File: src/rtl/conv_load_ctrl.sv
// Convolution job sequencer: streams host words into the weight and data RAMs,
// then starts the conv engine and waits for it to finish.
module conv_load_ctrl #(
    parameter int DW           = 8,
    parameter int DATA_DEPTH   = 64,
    parameter int WEIGHT_DEPTH = 54
) (
    input  logic                            clk,
    input  logic                            rst_n,
    input  logic                            start,
    input  logic                            reload_w,
    input  logic                            in_valid,
    input  logic [DW-1:0]                   in_data,
    output logic                            in_ready,
    output logic                            weight_ram_en,
    output logic [$clog2(WEIGHT_DEPTH)-1:0] weight_ram_waddr,
    output logic                            data_ram_en,
    output logic [$clog2(DATA_DEPTH)-1:0]   data_ram_waddr,
    output logic [DW-1:0]                   ram_wdata,
    output logic                            conv_start,
    input  logic                            conv_done,
    output logic                            busy,
    output logic                            job_done,
    output logic                            weights_loaded
);

    localparam int WAW = $clog2(WEIGHT_DEPTH);
    localparam int DAW = $clog2(DATA_DEPTH);
    localparam logic [WAW-1:0] W_LAST = WAW'(WEIGHT_DEPTH - 1);
    localparam logic [DAW-1:0] D_LAST = DAW'(DATA_DEPTH - 1);

    typedef enum logic [2:0] {
        IDLE,
        LOAD_W,
        LOAD_D,
        FLUSH,
        RUN
    } state_t;

    state_t         state;
    logic [WAW-1:0] wcnt;
    logic [DAW-1:0] dcnt;

    assign in_ready = (state == LOAD_W) || (state == LOAD_D);
    assign busy     = (state != IDLE);

    always_ff @(posedge clk or negedge rst_n) begin
        if (!rst_n) begin
            state            <= IDLE;
            wcnt             <= '0;
            dcnt             <= '0;
            weight_ram_en    <= 1'b0;
            weight_ram_waddr <= '0;
            data_ram_en      <= 1'b0;
            data_ram_waddr   <= '0;
            ram_wdata        <= '0;
            conv_start       <= 1'b0;
            job_done         <= 1'b0;
            weights_loaded   <= 1'b0;
        end else begin
            // Strobes are single-cycle; only a beat or a transition re-raises them.
            weight_ram_en <= 1'b0;
            data_ram_en   <= 1'b0;
            conv_start    <= 1'b0;
            job_done      <= 1'b0;
            unique case (state)
                IDLE: begin
                    if (start) begin
                        if (reload_w || !weights_loaded) begin
                            state          <= LOAD_W;
                            wcnt           <= '0;
                            weights_loaded <= 1'b0;
                        end else begin
                            state <= LOAD_D;
                            dcnt  <= '0;
                        end
                    end
                end
                LOAD_W: begin
                    if (in_valid) begin
                        weight_ram_en    <= 1'b1;
                        weight_ram_waddr <= wcnt;
                        ram_wdata        <= in_data;
                        if (wcnt == W_LAST) begin
                            wcnt           <= '0;
                            dcnt           <= '0;
                            weights_loaded <= 1'b1;
                            state          <= LOAD_D;
                        end else begin
                            wcnt <= wcnt + WAW'(1);
                        end
                    end
                end
                LOAD_D: begin
                    if (in_valid) begin
                        data_ram_en    <= 1'b1;
                        data_ram_waddr <= dcnt;
                        ram_wdata      <= in_data;
                        if (dcnt == D_LAST) begin
                            dcnt  <= '0;
                            state <= FLUSH;
                        end else begin
                            dcnt <= dcnt + DAW'(1);
                        end
                    end
                end
                // One idle cycle lets the last data write land before the engine reads.
                FLUSH: begin
                    state      <= RUN;
                    conv_start <= 1'b1;
                end
                RUN: begin
                    if (conv_done) begin
                        job_done <= 1'b1;
                        state    <= IDLE;
                    end
                end
                default: state <= IDLE;
            endcase
        end
    end

endmodule

File: config.mk
export PLATFORM = sky130hd
export DESIGN_NAME = conv_load_ctrl
export DESIGN_NICKNAME = d
export VERILOG_FILES = /design/src/rtl/conv_load_ctrl.sv
export SDC_FILE = /design/constraint.sdc
export NUM_CORES = 1
export LEC_CHECK = 0
export BUFFER_PORTS_ARGS = -buffer_cell sky130_fd_sc_hd__buf_2
export CORE_MARGIN = 1.5
export CORE_UTILIZATION = 53
export CTS_CLUSTER_DIAMETER = 50
export DETAILED_ROUTE_END_ITERATION = 8
export PLACE_DENSITY = 0.78
export SYNTH_ARGS = -nofsm -noshare
export SYNTH_HDL_FRONTEND = slang
export SYNTH_SLANG_ARGS = --single-unit
export TNS_END_PERCENT = 30
File: constraint.sdc
create_clock -name clk -period 2.4 [get_ports clk]
set_clock_uncertainty 0.2 [all_clocks]
set_input_delay 0.24 -clock clk [delete_from_list [all_inputs] [get_ports clk]]
set_output_delay 0.24 -clock clk [all_outputs]
set_load 0.005 [all_outputs]
==> results.sh <==
export IMPL_dr_pass1_iters=5
export IMPL_clk_pin_slew_worst_paths_ps=110
export IMPL_start_util_pct=55.6
export IMPL_status="completed"
export IMPL_rows=21
export IMPL_tritoncts_num_buffers=5
export IMPL_crit_type="flip-flop to flip-flop"
export IMPL_antenna_found_initial=0
export IMPL_ir_drop_uv=436
export IMPL_num_nets_final=231
export IMPL_final_cell_mix="dfrtp_1, buf_2, mux2_2, nand2_1"
export IMPL_drt_iter0_markers=59
export IMPL_finalSetupViolCount=0
export IMPL_ioPinCount=41
export IMPL_finalSetupTns_ps=0
export IMPL_gr_total_overflow=0
export IMPL_rsz0062_at_grt="no"
export IMPL_syn_avg_cell_area_um2=11.4
export IMPL_maxCapViolCount=0
export IMPL_gp_congestion=0.860
export IMPL_clk_latency_ps=340
export IMPL_drt_total_wl_mm=3.62
export IMPL_r2r_slack_ps=250
export IMPL_cts_max_level=2
export IMPL_cts_tree="yes"
export IMPL_finalHoldViolations=0
export IMPL_vias_per_cell=5.64
export IMPL_required_ps=2430
export IMPL_hold_path_class="primary input to flip-flop"
export IMPL_tightest_slew_ps=835
export IMPL_report_final_slew_viol_count=0
export IMPL_power_per_cell_area_nw_per_um2=977
export IMPL_clockRootBuffer="clkbuf_4"
export IMPL_diodes=0
export IMPL_fmax_ghz=0.465
export IMPL_end_kind="flip-flop"
export IMPL_clockBufferDepth=2
export IMPL_total_power_uw=2170
export IMPL_vias=1466
export IMPL_detail_route_antenna_nets=0
export IMPL_synth_net_count=180
export IMPL_syn_to_final_growth_pct=19.9
export IMPL_fp_dieH_um=62.2
export IMPL_synth_warning_count=0
export IMPL_cts_sinks=40
export IMPL_yosysSeqAreaShare_pct=53.9
export IMPL_portBuffers=40
export IMPL_dieArea_um2=3870
export IMPL_cp_start_kind="flip-flop"
export IMPL_cts_setup_buffers=0
export IMPL_fin_crit_sh_pct=89.7
export IMPL_drc=0
export IMPL_grt_pass1_wl_mm=6.53
export IMPL_ys_ff_latch=40
export IMPL_grt_max_degree=41
export IMPL_min_period_ps=2150
export IMPL_p_leak_uw=0.00109
export IMPL_dpl_hpwl_mm=2.44
export IMPL_relSlewSlack_pct=44.3
export IMPL_core_um2=3340
export IMPL_drive_gt1_share_pct=33.2
export IMPL_grt_pass1_vias=1422
export IMPL_fp_dieW_um=62.2
export IMPL_synth_distinct_cells=41
export IMPL_syn_inst=163
export IMPL_wire_per_inst_um=13.9
export IMPL_arrival_ps=2180
export IMPL_netlist_area_um2=1860
export IMPL_grt_use_total_pct=21.1
export IMPL_cp_max_fo=5
cell families (layout without fill, tap and decap cells):
group | Yosys count | after routing | share of synthesized area, %
compound gates | 40 | 40 | 14.8
xor+xnor | 1 | 1 | 0.472
fa+ha+maj | 3 | 3 | 2.02
buf+inv | 15 | 66 | 3.91
flops | 40 | 40 | 53.9
mux | 20 | 20 | 12.0
simple gates | 44 | 44 | 12.9
worst paths after layout:
| path | from | to | depth (start not counted) |
|---|---|---|---|
| max | wcnt[1] | dcnt[0] | 6 |
| min | reload_w | weights_loaded | 4 |
| max reg2reg | wcnt[1] | dcnt[0] | 6 |
| min reg2reg | data_ram_waddr[5] | data_ram_waddr[5] | 2 |
| max in group asynchronous | rst_n | ram_wdata[5] | 2 |
| min in group asynchronous | rst_n | job_done | 2 |
routing by layer:
layer	part of all wire (%)	vias up	global-route usage [%]	wire, µm
li1	-	701	-	-
met1	43	695	26.6	1560
met2	48	60	33.6	1740
met3	6.5	10	5.80	235
met4	2.2	0	10.8	78
met5	0	-	0	0
what timing repair did:
action / 4_1_cts / 5_1_grt
gates resized for setup: 0 / 0
endpoints found under the hold margin: 50 / 0
hold buffers: 10 / 0
cell usage after synthesis:
master     instances  share of area, %
a2bb2oi_1          1              0.47
o22ai_1            2              0.67
or2_2              1              0.34
clkbuf_1           1              0.20
nor2_1            10               2.0
nand3_1            3              0.81
a41oi_1            4               1.9
nor2b_1            2              0.67
a21oi_2            1              0.47
ha_1               3               2.0
xnor2_1            1              0.47
a311o_1            1              0.54
nor3_1             1              0.27
dfrtp_1           40                54
a31o_1             2              0.94
a21oi_1            7               1.9
a211oi_1           1              0.40
buf_2              4               1.1
mux2i_1            2               1.1
o21a_1             1              0.40
and2_1             2              0.67
and3_1             4               1.3
or2_1              1              0.34
nand4bb_1          1              0.61
a21boi_1           1              0.40
o31ai_1            1              0.40
and3b_2            1              0.54
a221oi_2           1              0.81
buf_4              1              0.40
a31o_2             1              0.47
buf_6              1              0.61
nand2b_1           1              0.34
a31oi_1            8               2.7
or2_0              1              0.34
nand4_1            4               1.3
mux2_2            18                11
nand2_1           11               2.2
o211ai_1           1              0.40
o21ai_0            7               1.9
inv_1              8               1.6
nor3b_4            1               1.0
flip-flops by register name, indices dropped and copies added (netlist names), 3 cells and up:
register	flops
dcnt	6
state	3
ram_wdata	8
wcnt	6
weight_ram_waddr	6
data_ram_waddr	6
area by class of cell:
class	count	area, µm²
fillers	270	1110
flip-flops and latches	40	1000
multi-input cells	108	782
repair buffers	51	308
well taps	46	57.6
clock buffers	6	41.3
inverters	8	30.0
clock inverters	1	5.00
per-stage QoR:
step           hold slack, ps  util, %  std cells  setup slack, ps  instance area, µm²
6_report                 74.2     66.7        260              248                2220
5_1_grt                   136     66.7        260              153                2220
4_1_cts                  63.2     66.7        260              275                2220
3_5_place_dp              204     62.3        243              299                2080
3_3_place_gp              183     62.3        243              388                2080
2_1_floorplan            -256        -        163              486                1860
critical path, cell delays in order (launching register included):
cell     delay, ps
dfrtp_1        440
inv_1           90
ha_1           140
and3b_2        220
nand4_1        230
a21oi_2        340
mux2_2         370
report_power, final:
group          switching [µW]  leakage, µW  internal (µW)
logic                     405     0.000526            429
registers                 176     0.000531            855
clock network             201    0.0000281            108
total                     783      0.00109           1390
No activity file was read; power rests on OpenSTA's default activity.
